**src/rtl/sensor_sweep_uc.sv**
```systemverilog
// Sweep controller: triggers one measurement on all sensors, waits for every ready flag,
// then streams BYTES_PER_SENSOR serial bytes per sensor, with settle/TX watchdogs.
module sensor_sweep_uc #(
  parameter int N_SENSORS        = 3,
  parameter int BYTES_PER_SENSOR = 4,
  parameter int SETTLE_CYCLES    = 1000,
  parameter int TX_TIMEOUT       = 5000,
  localparam int SW   = (N_SENSORS > 1) ? $clog2(N_SENSORS) : 1,
  localparam int BW   = (BYTES_PER_SENSOR > 1) ? $clog2(BYTES_PER_SENSOR) : 1,
  localparam int TMAX = (SETTLE_CYCLES > TX_TIMEOUT) ? SETTLE_CYCLES : TX_TIMEOUT,
  localparam int TW   = $clog2(TMAX)
) (
  input  logic                 clock_i,
  input  logic                 reset_i,
  input  logic                 jogar_i,
  input  logic                 continuo_i,
  input  logic [N_SENSORS-1:0] pronto_medida_i,
  input  logic                 pronto_serial_i,
  output logic                 medir_o,
  output logic                 partida_tx_o,
  output logic [SW-1:0]        sel_sensor_o,
  output logic [BW-1:0]        sel_byte_o,
  output logic                 pronto_o,
  output logic                 erro_o,
  output logic [1:0]           erro_cod_o,
  output logic [3:0]           db_estado_o
);

  typedef enum logic [3:0] {
    S_INICIAL    = 4'h0,
    S_MEDIR      = 4'h1,
    S_ESPERA     = 4'h2,
    S_ENVIA      = 4'h3,
    S_AGUARDA_TX = 4'h4,
    S_PROX       = 4'h5,
    S_FINAL      = 4'h6,
    S_ERRO       = 4'hF
  } state_t;

  state_t               state_q;
  logic [SW-1:0]        sensor_q;
  logic [BW-1:0]        byte_q;
  logic [N_SENSORS-1:0] lat_q;
  logic [TW-1:0]        timer_q;
  logic [1:0]           erro_cod_q;

  // A ready pulse arriving in the same cycle as the check still counts.
  logic all_ready;
  assign all_ready = &(lat_q | pronto_medida_i);

  always_ff @(posedge clock_i) begin
    if (reset_i) begin
      state_q    <= S_INICIAL;
      sensor_q   <= '0;
      byte_q     <= '0;
      lat_q      <= '0;
      timer_q    <= '0;
      erro_cod_q <= 2'b00;
    end else begin
      case (state_q)
        S_INICIAL: begin
          sensor_q   <= '0;
          byte_q     <= '0;
          timer_q    <= '0;
          erro_cod_q <= 2'b00;
          if (jogar_i) state_q <= S_MEDIR;
        end
        S_MEDIR: begin
          lat_q   <= '0;
          timer_q <= '0;
          state_q <= S_ESPERA;
        end
        S_ESPERA: begin
          lat_q   <= lat_q | pronto_medida_i;
          timer_q <= timer_q + TW'(1);
          if (all_ready) begin
            state_q <= S_ENVIA;
          end else if (timer_q == TW'(SETTLE_CYCLES - 1)) begin
            state_q    <= S_ERRO;
            erro_cod_q <= 2'b01;
          end
        end
        S_ENVIA: begin
          timer_q <= '0;
          state_q <= S_AGUARDA_TX;
        end
        S_AGUARDA_TX: begin
          timer_q <= timer_q + TW'(1);
          if (pronto_serial_i) begin
            state_q <= S_PROX;
          end else if (timer_q == TW'(TX_TIMEOUT - 1)) begin
            state_q    <= S_ERRO;
            erro_cod_q <= 2'b10;
          end
        end
        S_PROX: begin
          if (byte_q != BW'(BYTES_PER_SENSOR - 1)) begin
            byte_q  <= byte_q + BW'(1);
            state_q <= S_ENVIA;
          end else begin
            byte_q <= '0;
            if (sensor_q != SW'(N_SENSORS - 1)) begin
              sensor_q <= sensor_q + SW'(1);
              state_q  <= S_ENVIA;
            end else begin
              state_q <= S_FINAL;
            end
          end
        end
        S_FINAL: begin
          sensor_q <= '0;
          byte_q   <= '0;
          state_q  <= continuo_i ? S_MEDIR : S_INICIAL;
        end
        // Counters stay frozen so the failing sensor/byte remains visible.
        S_ERRO: begin
          if (jogar_i) begin
            state_q    <= S_INICIAL;
            erro_cod_q <= 2'b00;
          end
        end
        default: state_q <= S_INICIAL;
      endcase
    end
  end

  assign medir_o      = (state_q == S_MEDIR);
  assign partida_tx_o = (state_q == S_ENVIA);
  assign pronto_o     = (state_q == S_FINAL);
  assign erro_o       = (state_q == S_ERRO);
  assign erro_cod_o   = erro_cod_q;
  assign sel_sensor_o = sensor_q;
  assign sel_byte_o   = byte_q;
  assign db_estado_o  = state_q;

endmodule

```
**config.mk**
```make
export PLATFORM = sky130hd
export DESIGN_NAME = sensor_sweep_uc
export DESIGN_NICKNAME = d
export VERILOG_FILES = /design/src/rtl/sensor_sweep_uc.sv
export SDC_FILE = /design/constraint.sdc
export NUM_CORES = 1
export LEC_CHECK = 0
export CAP_MARGIN = 20
export CELL_PAD_IN_SITES_DETAIL_PLACEMENT = 1
export CELL_PAD_IN_SITES_GLOBAL_PLACEMENT = 2
export CORE_MARGIN = 2
export CORE_UTILIZATION = 29
export DETAILED_ROUTE_END_ITERATION = 8
export PLACE_DENSITY_LB_ADDON = 0.1
export SYNTH_ARGS = -nofsm -noshare
export SYNTH_HDL_FRONTEND = slang
export SYNTH_SLANG_ARGS = --single-unit
```
**constraint.sdc**
```tcl
create_clock -name clock_i -period 1.75 [get_ports clock_i]
set_clock_uncertainty 0.15 [all_clocks]
set_input_delay 0.35 -clock clock_i [delete_from_list [all_inputs] [get_ports clock_i]]
set_output_delay 0.35 -clock clock_i [all_outputs]
set_load 0.1 [all_outputs]
```
Yosys cells after proc, flatten, opt, wreduce, memory -nomap -nowiden

Index checks and enable logic that the tools add are counted.
W data, S select, Z words.

Add/subtract/negate cells: 3
Reduce and logical (&&, ||, !) cells: 12
Eq/ne operators: 21
Mux-type cells: 23
Bitwise logic cells: 1

Operators with widths:

| kind                    | number |
|---|---|
| $pmux W4 S8             | 1 |
| $pmux W13 S2            | 1 |
| $mux W4                 | 6 |
| $ne A2 B2 Y1 const B    | 10 |
| $mux W2                 | 8 |
| $add A13 B1 Y13 const B | 1 |
| $eq A13 B10 Y1 const B  | 1 |
| $eq A13 B13 Y1 const B  | 1 |
| $eq A4 B3 Y1 const B    | 3 |
| $eq A4 B2 Y1 const B    | 2 |
| $pmux W2 S2             | 2 |
| $pmux W2 S4             | 1 |
| $mux W3                 | 2 |
| $ne A3 B3 Y1 const B    | 2 |
| $pmux W3 S2             | 1 |
| $reduce_and A3 Y1       | 2 |
| $reduce_and A6 Y1       | 1 |
| $reduce_bool A2 Y1      | 3 |
| $add A2 B1 Y2 const B   | 2 |
| $eq A4 B1 Y1 const B    | 1 |
| $eq A4 B4 Y1 const B    | 1 |
| $logic_not A4 Y1        | 1 |
| $reduce_and A4 Y1       | 1 |
| $reduce_bool A4 Y1      | 1 |
| other kinds (4)         | 5 |

Register bits: 26
Input port bits: 8

Logic depth before layout (Yosys ltp)

Word-level depth: 4
Gate-level depth with buffers: 7

Worst setup path before layout

OpenSTA, ideal clock, no wires.

Kind: reg-to-output
Start point: register state_q[0], in the netlist db_estado_o[0]
End point: output port medir_o
Path slack: -2.108 ns
Path buffers: 1
Stages on the path, launching flop included: 4
Data arrival time: 3.358 ns
Cells stage by stage: dfxtp_1 > buf_2 > nand2b_1 > nor3_1

Word-level cells in the longest chain between the ends: 1

RTL lines:

| what                   | RTL line | text |
|---|---|---|
| from (decl)            | 40       | `state_t state_q;` |
| from (signal assigned) | 113      | `state_q <= continuo_i ? S_MEDIR : S_INICIAL;` |
| $eq A4 B1 Y1           | 127      | `assign medir_o = (state_q == S_MEDIR);` |
| to (decl)              | 19       | `output logic medir_o,` |

No other way between the ends.

Worst setup path after layout

Start point: register timer_q[10]
End point: register state_q[0], in the netlist db_estado_o[0]

Word-level cells in the longest chain between the ends: 3
Elaborated cells between the ends (all ways): 5
Those cells by class: 4 x eq/ne; 1 x reduce/logical

RTL lines:

| what                                             | RTL line | text |
|---|---|---|
| from (decl)                                      | 44       | `logic [TW-1:0] timer_q;` |
| from (signal assigned)                           | 75       | `timer_q <= timer_q + TW'(1);` |
| from (signal assigned)                           | 88       | `timer_q <= timer_q + TW'(1);` |
| $eq A13 B10 Y1 or $eq A13 B13 Y1 (tied branches) | 78, 91   |  |
| $ne A3 B3 Y1 (no line)                           | n/a      |  |
| $reduce_and A4 Y1 (no line) *                    | n/a      |  |

Every way passes the cells marked *; elsewhere a longest branch is shown, timed or not.
A chain may end at the register's enable or synchronous reset.

==> flow_metrics.tcl <==
set metrics [dict create \
    status "complete, but fails checks" \
    violations "negative setup slack" \
    path_cells "nor4_4 -> nand4b_4 -> a221oi_4 -> nor3b_2 -> a41o_1" \
    synth_cells 176 \
    grt-ovfl-total 0 \
    rsz0062_at_grt "yes" \
    peakVddDrop_mv 0.582 \
    slowest_delay_ps 420 \
    hold_end "lat_q[2]$_SDFFE_PP0P_" \
    yosys.area_share.simple_pct 31.9 \
    initial_core_util_pct 29.7 \
    power_frac_comb_pct 67.5 \
    io_pins 22 \
    coreArea_um2 5040 \
    grt_pass1_wl_mm 7.60 \
    dr.first_iter.drc_count 23 \
    power.internal_mw 1.96 \
    maxSlewViolCount 0 \
    grt_pass1_vias 1624 \
    timing.rr.start "timer_q[10]$_SDFFE_PP0P_" \
    cp_slowest_cell "a221oi_4" \
    hold_slack_ps 389 \
    reg2reg_slack_ps -90 \
    multi_input_area_um2 1080 \
    fmax_mhz 542 \
    routedWlPerCell_um 14.4 \
    p_switching_mw 1.62 \
    clock-sinks 26 \
    synthArstFlopShare_pct 0 \
    leakagePower_nw 1.03 \
    period_share_pct 105 \
    pre_cts_ws_ps -304 \
    p_per_area_nw_per_um2 1380 \
    critPathLaunchType "flip-flop" \
    io_buffers 21 \
    relSlewSlack_pct 76.9 \
    rr_worst_depth 5 \
    regToRegEndpoint "db_estado_o[0]$_SDFFE_PP0P_" \
    clockPowerShare_pct 9.8 \
    antenna_cells 0 \
    synth_cell_types 50 \
    synth_area_um2 1500 \
    antenna_found_initial 0 \
    worstHoldPathType "flip-flop to flip-flop" \
    worst_pin_slew_ps 343 \
    cp-end-kind "flip-flop" \
    numCtsBuffers 3 \
    worst-path-buf-inv 0 \
    ff_latch_area_um2 552 \
    period_needed_ps 1840 \
    root_buffer "clkbuf_8" \
    fillers 570 \
    drt-total-wl_mm 4.56 \
    p_sw_share_pct 45.2 \
    nNetsFinal 259 \
    muxShareOfSynthArea_pct 2.01 \
    avgSynthCellArea_um2 8.50 \
    maxCapViolCount 0 \
    clockBufferDepth 2 \
    crit_family "compound AO/OA/AOI/OAI gates" \
    seq_power_share_pct 22.7 \
    synth_xor_area_share_pct 7.62 \
    via_count 1518 \
    post-synth-top-count-cell "nor2_1" \
    grt_use_total_pct 17.4 \
    synthToLayoutAreaGrowth_pct 74.1 \
    cp.arrival_ps 1860 \
    drive_gt1_share_pct 49.4 \
    synth_edf_count 0 \
    fin_ws_ps -94.4 \
    cts_max_level 1 \
    synth-compound-area-share_pct 16.8 \
    synth_common_cells "35 x nor2_1, 26 x dfxtp_1, 9 x nand2_1" \
    setup_viol 7 \
    insertion_delay_ps 270 \
    tritoncts "done" \
    finalCoreUtilization_pct 51.6 \
    die_x_um 75.8 \
    synth.net_count 187 \
    synth_area_leader_cell "dfxtp_1" \
    synth_top_area_share_pct 34.8 \
    synth_top_family_by_area "simple AND/OR/NAND/NOR gates" \
    place.gp.congestion 0.822 \
    hpwl_mm 3.42 \
    viasPerCell 4.79 \
    clk_pin_slew_ps 90 \
    hold_viol_final 0 \
    synth_area_leaders "dfxtp_1 35%, nor2_1 8.8%, xor2_1 4.1%" \
    worstHoldPathCells 2 \
    critPathRequiredTime_ps 1770 \
    crit_fanout 5 \
    die_h_um 75.8 \
    dr.pass1.iters 3 \
    dieArea_um2 5750 \
    yosys.area_share.adder_pct 2.51 \
    rows 26 \
    drc 0 \
    ant_nets 0 \
    hp-start "lat_q[2]$_SDFFE_PP0P_" \
    grt_start_max_net_pins 15 \
    yosysWarnings 0 \
    synth_top_flop_cell "dfxtp_1" \
    yosysSeqAreaShare_pct 34.8 \
    ys_ff_latch 26 \
    critPathKind "flip-flop to flip-flop" \
]
[cell usage in the layout (no fill, tap or decap), drive strengths merged, types with 3 or more instances in the layout]
cell type,instances
buf,70
and2,3
xor2,7
dfxtp,26
xnor2,6
and4,3
nor4,3
mux2i,3
o21ai,3
clkbuf,4
nand2,9
nand2b,4
nand3,7
a31oi,3
clkdlybuf4s50,7
a21oi,9
ha,3
nand4,3
inv,4
nor3,4
or2,3
nor2,37
[power groups by stage]
| stage | Combinational [mW] | Clock (mW) | Sequential (mW) |
|---|---|---|---|
| floorplan | 1.04 | 0 | 1.11 |
| global placement | 2.05 | 0 | 0.808 |
| detailed placement | 2.09 | 0 | 0.820 |
| CTS | 2.34 | 0.375 | 0.807 |
| global route | 2.58 | 0.401 | 0.822 |
| finish | 2.41 | 0.352 | 0.813 |
[final cells by class]
class	instances	area share (%)
clock buffers	4	1.73
flip-flops and latches	26	21.2
well taps	70	3.37
inverters	4	0.577
repair buffers	77	31.7
multi-input cells	136	41.4
[stage by stage]
step                      std cells  TNS, ps  instance area, µm²  power [mW]
final                           317     -311                2600        3.58
after global routing            317    -1120                2600        3.80
after CTS                       313     -379                2520        3.52
after detailed placement        296    -1540                2300        2.91
after global placement          296    -1290                2300        2.85
after floorplan                 176    -1740                1620        2.15
[worst register-to-register path: stages (launching register included)]
cell and delay (ps):
dfxtp_2 350, nor4_4 360, nand4b_4 170, a221oi_4 420, nor3b_2 80, a41o_1 210
[flip-flops by register name (all words and copies together) (netlist names)]
signal        cells
erro_cod_o        2
sel_sensor_o      2
db_estado_o       4
lat_q             3
timer_q          13
sel_byte_o        2
[cells by family after synthesis]
logic type,count (synthesis)
AOI/OAI and AO/OA,32
xor gates and xnor gates,13
adders and majority gates,3
buffers and inverters,14
DFF,26
muxes,3
and+or+nand+nor,85
[routing by layer]
metal / global-route usage, % / vias to the layer above / wire, µm
met5: 0 / - / 0
met2: 31.7 / 17 / 2450
met4: 4.87 / 0 / 75
li1: - / 761 / -
met1: 21.1 / 732 / 1960
met3: 2.51 / 8 / 80
[timing repair]
action / CTS / global route
buffers inserted: 13 / 4
gates cloned: 0 / 0
pin swaps: 6 / 7
endpoints found under the setup margin: 9 / 19
hold buffers: 0 / 0
resized for setup: 23 / 13
[worst max-delay path by stage]
stage | from | end | cells past startpoint
3_5_place_dp | pronto_medida_i[0] | db_estado_o[0]$_SDFFE_PP0P_ | 6
3_3_place_gp | pronto_medida_i[2] | db_estado_o[0]$_SDFFE_PP0P_ | 6
4_1_cts | timer_q[10]$_SDFFE_PP0P_ | db_estado_o[0]$_SDFFE_PP0P_ | 5
2_1_floorplan | db_estado_o[0]$_SDFFE_PP0P_ | medir_o | 3
6_report | timer_q[10]$_SDFFE_PP0P_ | db_estado_o[0]$_SDFFE_PP0P_ | 5
5_1_grt | timer_q[10]$_SDFFE_PP0P_ | db_estado_o[0]$_SDFFE_PP0P_ | 5
(Power assumes the default switching activity.)
